--- src/rtl/fb_pixel_writer.sv ---
// fb_pixel_writer
//   Write side of the frame buffer. It accepts rasterized pixels on a
//   valid/ready stream and converts each one to a byte address in the target
//   buffer. The pixels are queued in a small FIFO and drained as single-word
//   Avalon-MM writes. A flush handshake tells the renderer when every accepted
//   pixel is in memory, so it can swap buffers.
//
// Ports
//   clk                 system clock
//   reset               asynchronous, active-low reset
//   frame_buffer_ptr    byte base address of the target buffer (26 bits)
//   pix_valid/pix_ready pixel stream handshake
//   pix_x, pix_y        pixel column (10 bits) and row (9 bits)
//   pix_color           32-bit ARGB pixel word, written unmodified
//   flush               1-cycle pulse: drain all accepted pixels
//   flush_done          1-cycle pulse: the last write of the flush has completed
//   busy                FIFO non-empty, write in flight, or flush pending
//   drop_count          saturating count of out-of-range pixels discarded
//   master_*            Avalon-MM write-only master (address, write, writedata,
//                       waitrequest)
module fb_pixel_writer #(
  parameter int H_RES      = 640,
  parameter int V_RES      = 480,
  parameter int FIFO_DEPTH = 8
) (
  input  logic        clk,
  input  logic        reset,
  input  logic [25:0] frame_buffer_ptr,
  input  logic        pix_valid,
  output logic        pix_ready,
  input  logic [9:0]  pix_x,
  input  logic [8:0]  pix_y,
  input  logic [31:0] pix_color,
  input  logic        flush,
  output logic        flush_done,
  output logic        busy,
  output logic [15:0] drop_count,
  output logic [25:0] master_address,
  output logic        master_write,
  output logic [31:0] master_writedata,
  input  logic        master_waitrequest
);

  localparam int PTR_W = $clog2(FIFO_DEPTH);
  localparam int CNT_W = $clog2(FIFO_DEPTH + 1);

  typedef enum logic [1:0] {IDLE, WRITE, DONE} state_t;

  state_t            state_reg, state_next;
  logic [PTR_W-1:0]  wr_ptr_reg, rd_ptr_reg;
  logic [CNT_W-1:0]  count_reg;
  logic              flush_pending_reg;
  logic [15:0]       drop_count_reg;
  logic [25:0]       addr_reg;
  logic [31:0]       data_reg;

  // Each entry holds {byte address, colour}.
  logic [57:0]       fifo_mem [FIFO_DEPTH];

  logic        fifo_full, fifo_empty;
  logic        accept, in_range, accept_ok;
  logic        push, pop, bypass, clr_flush;
  logic [25:0] pix_offset, pix_addr;
  logic [57:0] head;

  assign fifo_full  = (count_reg == CNT_W'(FIFO_DEPTH));
  assign fifo_empty = (count_reg == '0);

  // Ready is derived from registered state only, so a pop in the same
  // cycle never opens a slot for a push while the FIFO is full.
  assign pix_ready = !fifo_full && !flush_pending_reg;
  assign accept    = pix_valid && pix_ready;
  assign in_range  = (32'(pix_x) < 32'(H_RES)) && (32'(pix_y) < 32'(V_RES));
  assign accept_ok = accept && in_range;

  // The offset is at most ~1.2 MB for in-range pixels. Truncating the sum to
  // 26 bits makes the address wrap modulo 2^26.
  assign pix_offset = 26'((32'(pix_y) * 32'(H_RES) + 32'(pix_x)) << 2);
  assign pix_addr   = frame_buffer_ptr + pix_offset;

  assign head = fifo_mem[rd_ptr_reg];

  // A pixel goes straight to the output registers when the FSM is idle and
  // nothing is queued. This gives a write in the cycle after acceptance.
  // Any other in-range pixel is queued.
  assign push = accept_ok && !bypass;

  always_comb begin
    state_next = state_reg;
    pop        = 1'b0;
    bypass     = 1'b0;
    clr_flush  = 1'b0;
    case (state_reg)
      IDLE: begin
        if (!fifo_empty) begin
          pop        = 1'b1;
          state_next = WRITE;
        end else if (accept_ok) begin
          bypass     = 1'b1;
          state_next = WRITE;
        end else if (flush_pending_reg) begin
          state_next = DONE;
        end
      end
      WRITE: begin
        if (!master_waitrequest) begin
          if (!fifo_empty) begin
            pop = 1'b1;
          end else if (flush_pending_reg) begin
            state_next = DONE;
          end else begin
            state_next = IDLE;
          end
        end
      end
      DONE: begin
        clr_flush  = 1'b1;
        state_next = IDLE;
      end
      default: state_next = IDLE;
    endcase
  end

  always_ff @(posedge clk or negedge reset) begin
    if (!reset) begin
      state_reg         <= IDLE;
      wr_ptr_reg        <= '0;
      rd_ptr_reg        <= '0;
      count_reg         <= '0;
      flush_pending_reg <= 1'b0;
      drop_count_reg    <= '0;
      addr_reg          <= '0;
      data_reg          <= '0;
    end else begin
      state_reg <= state_next;
      count_reg <= count_reg + CNT_W'(push) - CNT_W'(pop);
      if (push) wr_ptr_reg <= wr_ptr_reg + 1'b1;
      if (pop)  rd_ptr_reg <= rd_ptr_reg + 1'b1;

      if (pop) begin
        addr_reg <= head[57:32];
        data_reg <= head[31:0];
      end else if (bypass) begin
        addr_reg <= pix_addr;
        data_reg <= pix_color;
      end

      // DONE clears the flag. A flush that arrives while one is pending
      // is absorbed, so only one flush_done is produced.
      if (clr_flush) begin
        flush_pending_reg <= 1'b0;
      end else if (flush) begin
        flush_pending_reg <= 1'b1;
      end

      if (accept && !in_range && drop_count_reg != 16'hFFFF) begin
        drop_count_reg <= drop_count_reg + 16'd1;
      end
    end
  end

  always_ff @(posedge clk) begin
    if (push) fifo_mem[wr_ptr_reg] <= {pix_addr, pix_color};
  end

  assign master_write     = (state_reg == WRITE);
  assign master_address   = addr_reg;
  assign master_writedata = data_reg;
  assign flush_done       = (state_reg == DONE);
  assign busy             = (state_reg != IDLE) || !fifo_empty || flush_pending_reg;
  assign drop_count       = drop_count_reg;

endmodule

--- config.mk ---
export PLATFORM = sky130hd
export DESIGN_NAME = fb_pixel_writer
export DESIGN_NICKNAME = d
export VERILOG_FILES = /design/src/rtl/fb_pixel_writer.sv
export SDC_FILE = /design/constraint.sdc
export NUM_CORES = 1
export LEC_CHECK = 0
export BUFFER_PORTS_ARGS = -buffer_cell sky130_fd_sc_hd__buf_2
export CORE_UTILIZATION = 40
export DETAILED_ROUTE_END_ITERATION = 7
export PLACE_DENSITY = 0.71
export SLEW_MARGIN = 20
export SYNTH_ARGS = -nofsm -noshare
export SYNTH_HDL_FRONTEND = slang
export SYNTH_SLANG_ARGS = --single-unit
export TNS_END_PERCENT = 100
--- constraint.sdc ---
create_clock -name clk -period 7.9 [get_ports clk]
set_input_delay 2.37 -clock clk [delete_from_list [all_inputs] [get_ports clk]]
set_output_delay 2.37 -clock clk [all_outputs]
set_load 0.05 [all_outputs]
== Word-level counts from Yosys, hierarchy flattened ==
Memories as Yosys holds them, arrays and structs flattened.
Index checks and enable logic that the tools add are counted.

* Bits in registers: 87
* RAM bits: 464
* Bits of input ports: 82
* Output and inout port bits: 78
* Logic and storage cells: 68
* Memories: 1

{| class="wikitable"
|+ Memories
! memory !! depth !! bits a word !! read ports !! clocked after memory_dff !! write ports !! line !! source
|-
| fifo_mem || 8 || 58 || 1 || 0 || 1 || 58 || <nowiki>logic [57:0] fifo_mem [FIFO_DEPTH];</nowiki>
|}

* Add/sub/neg operators: 7
* $mul: 1
* Magnitude comparators: 2
* Equal/unequal tests: 7
* Mux-type cells: 22
* Reduce and logical (&&, ||, !) cells: 20

{| class="wikitable"
|+ Operators by type and width
! kind !! number
|-
| 32-bit two-way mux || 2
|-
| 26-bit two-way mux || 2
|-
| 26-bit by 22-bit adder with 26-bit output || 1
|-
| 19-bit by 10-bit adder with 20-bit output || 1
|-
| 16-bit by 1-bit adder with 16-bit output, second input constant || 1
|-
| 16-bit != test, second input constant || 1
|-
| 9-bit by 3-bit multiplier with 12-bit output, second input constant || 1
|-
| 2-bit two-way mux || 6
|-
| 10-bit less-than comparator, second input constant || 1
|-
| 1-bit two-way mux || 10
|-
| 9-bit less-than comparator, second input constant || 1
|-
| 1-bit logical AND || 7
|-
| 3-bit by 1-bit adder with 3-bit output, second input constant || 2
|-
| 2-bit nonzero test || 3
|-
| 1-bit logical NOT || 5
|-
| 4-bit by 1-bit adder with 4-bit output || 1
|-
| 4-bit equality test, second input constant || 1
|-
| 4-bit logical NOT || 1
|-
| 4-bit != test, second input constant || 1
|-
| 2-bit one-hot mux with 2 select lines || 1
|-
| 4-bit by 1-bit subtractor with 4-bit output || 1
|-
| 3-bit AND reduction || 1
|-
| 2-bit by 1-bit equality test with 1-bit output, second input constant || 1
|-
| 2-bit equality test, second input constant || 1
|-
| other kinds (5) || 6
|}

== Longest topological paths before layout ==
* Word-level depth: 12
* Mapped depth: 19
* Depth with buffers taken out: 18

== Worst setup path before layout ==
Ideal clock, no wire load.

* Path type: input to register
* From: input port pix_x[8]
* To: memory fifo_mem[0][0], enable pin
* Setup time: 0.617 ns
* Arrival time: 8.741 ns
* Data required time: 7.283 ns
* Setup slack: -1.459 ns
* Cell stages on the path: 5
* Path buffers: 0
* Cell sequence: o21ai_0 > nand3_1 > nor2_1 > clkinv_1 > nor4_1

* Word-level cells in the longest chain between the ends: 10

{| class="wikitable"
|+ Ends and longest elaborated chain
! item !! line !! source
|-
| from (decl) || 31 || <nowiki>input logic [9:0] pix_x,</nowiki>
|-
| 10-bit less-than comparator * || 73 || <nowiki>assign in_range = (32'(pix_x) < 32'(H_RES)) && (32'(pix_y) < 32'(V_RES));</nowiki>
|-
| 1-bit logical AND * || 73 ||
|-
| 1-bit logical AND * || 74 || <nowiki>assign accept_ok = accept && in_range;</nowiki>
|-
| 1-bit two-way mux || 98 || <nowiki>end else if (accept_ok) begin</nowiki>
|-
| 1-bit two-way mux || 95 || <nowiki>if (!fifo_empty) begin</nowiki>
|-
| 1-bit two-way mux || 93 || <nowiki>case (state_reg)</nowiki>
|-
| 1-bit logical NOT || 86 || <nowiki>assign push = accept_ok && !bypass;</nowiki>
|-
| 1-bit logical AND * || 86 ||
|-
| 1-bit two-way mux * || 163 || <nowiki>if (push) fifo_mem[wr_ptr_reg] <= {pix_addr, pix_color};</nowiki>
|-
| 1-bit two-way mux (implied by the code) * || 163 ||
|-
| to (decl) || 58 ||
|}

Mark *: on every way between the ends. The rest lies on a longest branch, timed or not.

== Worst setup path in the final report ==
* From: input port pix_y[1]
* To: register addr_reg[23] (netlist: master_address[23])

* Elaborated cells between the ends (all ways): 12
* Those cells by class: add/sub (2); mul (1); order compare (1); mux (5); reduce/logical (3)

{| class="wikitable"
|+ RTL lines
! item !! line !! source
|-
| from (decl) || 32 || <nowiki>input logic [8:0] pix_y,</nowiki>
|-
| 9-bit by 3-bit multiplier with 12-bit output || 78 || <nowiki>assign pix_offset = 26'((32'(pix_y) * 32'(H_RES) + 32'(pix_x)) << 2);</nowiki>
|-
| 19-bit by 10-bit adder with 20-bit output || 78 ||
|-
| 26-bit by 22-bit adder with 26-bit output || 79 || <nowiki>assign pix_addr = frame_buffer_ptr + pix_offset;</nowiki>
|-
| named net pix_addr[23] || 63 || <nowiki>logic [25:0] pix_offset, pix_addr;</nowiki>
|-
| 26-bit two-way mux || 143 || <nowiki>end else if (bypass) begin</nowiki>
|-
| 26-bit two-way mux || 140 || <nowiki>if (pop) begin</nowiki>
|-
| to (signal assigned) || 141 || <nowiki>addr_reg <= head[57:32];</nowiki>
|-
| to (signal assigned) || 144 || <nowiki>addr_reg <= pix_addr;</nowiki>
|-
| to (decl) || 54 || <nowiki>logic [25:0] addr_reg;</nowiki>
|}

The timed path passes the listed nets, and every way through them passes these cells. The select of a mux whose other input is x is not followed.
A chain may end at the register's enable or synchronous reset.

==> summary.txt <==
Min path
  • Worst Hold End: master_writedata[17]
  • Hold path startpoint: master_writedata[17]
  • Worst Hold Class: flip-flop to flip-flop
  • WHS Path Cells: 2

Clock network
  • Inserted Clock Buffers: between 50 and 60
  • Worst-path clk slew: approximately 60 ps
  • Worst skew pair latency: around 600 ps
  • CTS tree: built
  • Post-cts resize count: 0
  • Hold_buf cts: 0
  • # Post-CTS Setup Buffers: 0
  • Clk buf depth: 3
  • Clock sink count: 551
  • CTS H-tree depth: 2
  • Clock root cell: clkbuf_16

Timing
  • RSZ-0062 raised after global routing: false
  • Count of final max-slew check failures: 0
  • Fmax: 0.1597 GHz
  • Crit path time final: 6261 ps
  • Worst-margin pin slew: 1058 ps
  • Tcrit/Tclk final: about four fifths
  • Endpoints failing setup: 0
  • Total negative slack: 0 ps
  • Max-slew headroom: just under 30%
  • Fin Clk Skew: 15.89 ps
  • Final hold vios: 0

Logic synthesis
  • Sequential share of the synthesized area: 69.80%
  • Xor/xnor share of the synthesized area: around 2.2%
  • Post-Syn Instances: about 1400
  • Largest family of logic cells by synthesized area: multiplexers
  • Synth Register Bits: 551
  • Cell Area, Synth: 23080 um2
  • Synth Area in Compound Gates: approximately 5%
  • Mux cell area share after synthesis: ~14%
  • Synthesis Warnings: 0
  • Simple-gate share of the synthesized area: 4.960%
  • Syn avg cell area: 17.00 um2
  • Net Count, Synth: 1491
  • Share of synthesized registers carrying an async set or reset: between 10% and 20%
  • Library cells used by synthesis: a little under 60
  • Synth Flop Type: edfxtp_1
  • Post-Synth Adder-Cell Area: 2.895%
  • EDFF count, synth: roughly 460

Die
  • Initial Utilization: between 40% and 50%
  • Die H: about 240 um
  • Top Ports: 160
  • Die W: approximately 240 um
  • Row cnt: 87
  • Die area: 58670 um2
  • Core area: 56710 um2

GRT
  • GRT Resource Usage Total: between 15 and 20%
  • First-pass GRT wire length: approximately 77000 um
  • Pin count of the biggest net entering global routing: 71
  • Grt ovf: 0
  • Initial antenna violation count: 3
  • Vias in the first global route: 13130

Critical path
  • Reg2reg start: count_reg[2]
  • Levels on crit path: 19
  • FF-to-FF End: fifo_mem[2][3]
  • Slowest stage cell, crit path: xnor2_1
  • Worst-path fanout max: 9
  • Worst path top cell family by delay: adder cells
  • R2r worst-path depth: 9
  • Crit. End Element: flip-flop
  • Slowest stage delay, CP: roughly 500 ps
  • Worst EP arrival: a little under 7000 ps
  • Startpoint Class: input pin
  • Critical Path RT: 8400 ps
  • Kind of critical path: input pin to flip-flop
  • WP buf/inv: 1
  • Crit path cell chain: buf_2 -> ha_1 -> ha_1 -> fa_1 -> a211oi_1 -> o21bai_1 -> a21oi_1 -> xnor2_1 -> nand3b_1 -> xor2_1 -> xnor2_1 -> ha_1 -> and4_1 -> nand4b_1 -> a211oi_1 -> a211oi_1 -> xnor2_1 -> nor2_1 -> o31ai_1
  • R2R Setup Slk: ~4200 ps

Power
  • Leak: 0.009523 uW
  • Power Dens Cells: 345.4 nW/um2
  • Combinational share of power: a little under a third
  • Switching share of total power: between 30% and 40%
  • Peak VDD IR: ~0.20 mV
  • Switching power: roughly 3100 uW
  • Clock power share: between 20% and 30%
  • Seq pwr share: 40.3%
  • Internal Power: 6113 uW

Routing
  • Detailed Routing Iterations Pass 1: 6
  • Wire per inst: 21.18 um
  • Via count: 12510
  • ANT nets after route: 0
  • Drt initial violations: a little over 900
  • Routed wire length: about 50000 um
  • DRC: 0
  • Vias per cell: ~5.4

Run status
  • Status: finished clean

Layout
  • Register Area: 16120 um2
  • Max reg flops: between 400 and 500
  • Synthesis-to-finish area growth: 15.75%
  • Top reg by flops: fifo_mem
  • Ratio of cells with drive above 1 in the final layout: between 20% and 30%
  • Final instance area: approximately 27000 um2
  • Fin nets: about 1700
  • Multi-input logic area: 6723 um2
  • Number of fill cells: roughly 4800

Placement
  • Placed instance area: approximately 25000 um2
  • Routability Congestion: between 0.8 and 0.9
  • IO Port Bufs: ~160
  • Dpl hpwl: around 29000 um

Job
  • Number of max-cap violations: 0
-- cell families after synthesis --
kind of cell    Yosys count
fa+ha+maj                51
xor+xnor                 57
flops                   551
mux                     173
buf+inv                  81
simple gates            253
compound gates          191
other cells               1
-- cell usage after synthesis (8+ instances only) --
| cell | n | area [um2] |
|---|---|---|
| nor3_1 | 10 | 50.05 |
| nand3_1 | 22 | 110.1 |
| ha_1 | 47 | 588.1 |
| a221o_1 | 8 | 80.08 |
| nor2_1 | 82 | 307.8 |
| o21ai_0 | 67 | 335.3 |
| and3_1 | 10 | 62.56 |
| a21oi_1 | 66 | 330.3 |
| edfxtp_1 | 464 | 13930 |
| clkbuf_1 | 36 | 135.1 |
| nand2_1 | 89 | 334.1 |
| a21o_1 | 9 | 67.56 |
| buf_2 | 17 | 85.08 |
| nand4_1 | 8 | 50.05 |
| nor2b_1 | 8 | 50.05 |
| xor2_1 | 24 | 210.2 |
| inv_1 | 17 | 63.81 |
| mux4_2 | 116 | 2613 |
| dfrtp_1 | 87 | 2177 |
| xnor2_1 | 33 | 289.0 |
| mux2i_1 | 56 | 560.5 |
| buf_1 | 10 | 37.54 |
-- worst max-delay path by stage --
stage	start	endpoint	slack (ps)
after floorplan	pix_x[8]	fifo_mem[2][0]	100
after global placement	pix_y[1]	master_address[23]	1210
after CTS	pix_y[1]	master_address[23]	1690
after global routing	pix_y[1]	master_address[23]	1370
final	pix_y[1]	master_address[23]	1640
after detailed placement	pix_y[1]	master_address[23]	1060
-- layout by cell type, fill, tap and decap left out, drive strengths merged, types with 4 or more instances in the layout --
cell / count
o31ai: 4
a21oi: 66
ha: 47
mux2i: 56
nand2: 89
edfxtp: 464
inv: 20
mux4: 116
a21o: 9
nand3: 22
xnor2: 33
buf: 180
and3: 10
dfrtp: 87
clkinv: 14
o21bai: 5
fa: 4
bufinv: 5
o21a: 5
nand4: 8
o21ai: 68
nor3: 10
nand2b: 5
and2: 4
a211oi: 7
a221o: 8
nor2b: 9
clkbuf: 79
xor2: 24
nor2: 82
-- cell type report --
type,instances,area share [%]
well taps,756,3.540
diodes,3,0.02810
clock inverters,23,1.086
flip-flops and latches,551,60.34
clock buffers,79,5.868
inverters,18,0.2529
repair buffers,180,3.718
multi-input cells,726,25.16
-- routing by layer --
layer,vias to the layer above,wire [um],track usage (%)
li1,5671,-,-
met1,6412,21480,23.21
met2,364,24180,28.89
met3,65,2922,3.213
met4,0,900,4.039
met5,-,0,0
-- power by group through the flow --
stage	registers, uW	clock network, uW	logic (uW)
after global placement	3780	0	2850
final	3720	2650	2860
after global routing	3750	2820	3120
after detailed placement	3790	0	2900
after CTS	3730	2700	2910
after floorplan	4130	0	1800
-- worst reg2reg max path, cell delays in order, from the launching register on --
cell and delay, ps:
dfrtp_1 320, inv_1 60, ha_1 180, nor3b_1 170
nor3_1 190, nand3_1 160, nor2_1 390, clkinv_1 450
nor3_2 870, buf_4 570
-- through the flow --
step / instances / power, uW / worst slack [ps] / hold WS [ps] / utilization [%]
after floorplan: 1358 / 5933 / 96.46 / 483.4 / -
after global placement: 2231 / 6630 / 1207 / 455.7 / 43.82
after detailed placement: 2231 / 6685 / 1058 / 464.8 / 43.82
after CTS: 2333 / 9340 / 1685 / 478.4 / 47.10
after global routing: 2334 / 9695 / 1371 / 502.1 / 47.10
final: 2336 / 9227 / 1639 / 469.7 / 47.11
Power figures use the tool's default switching activity.
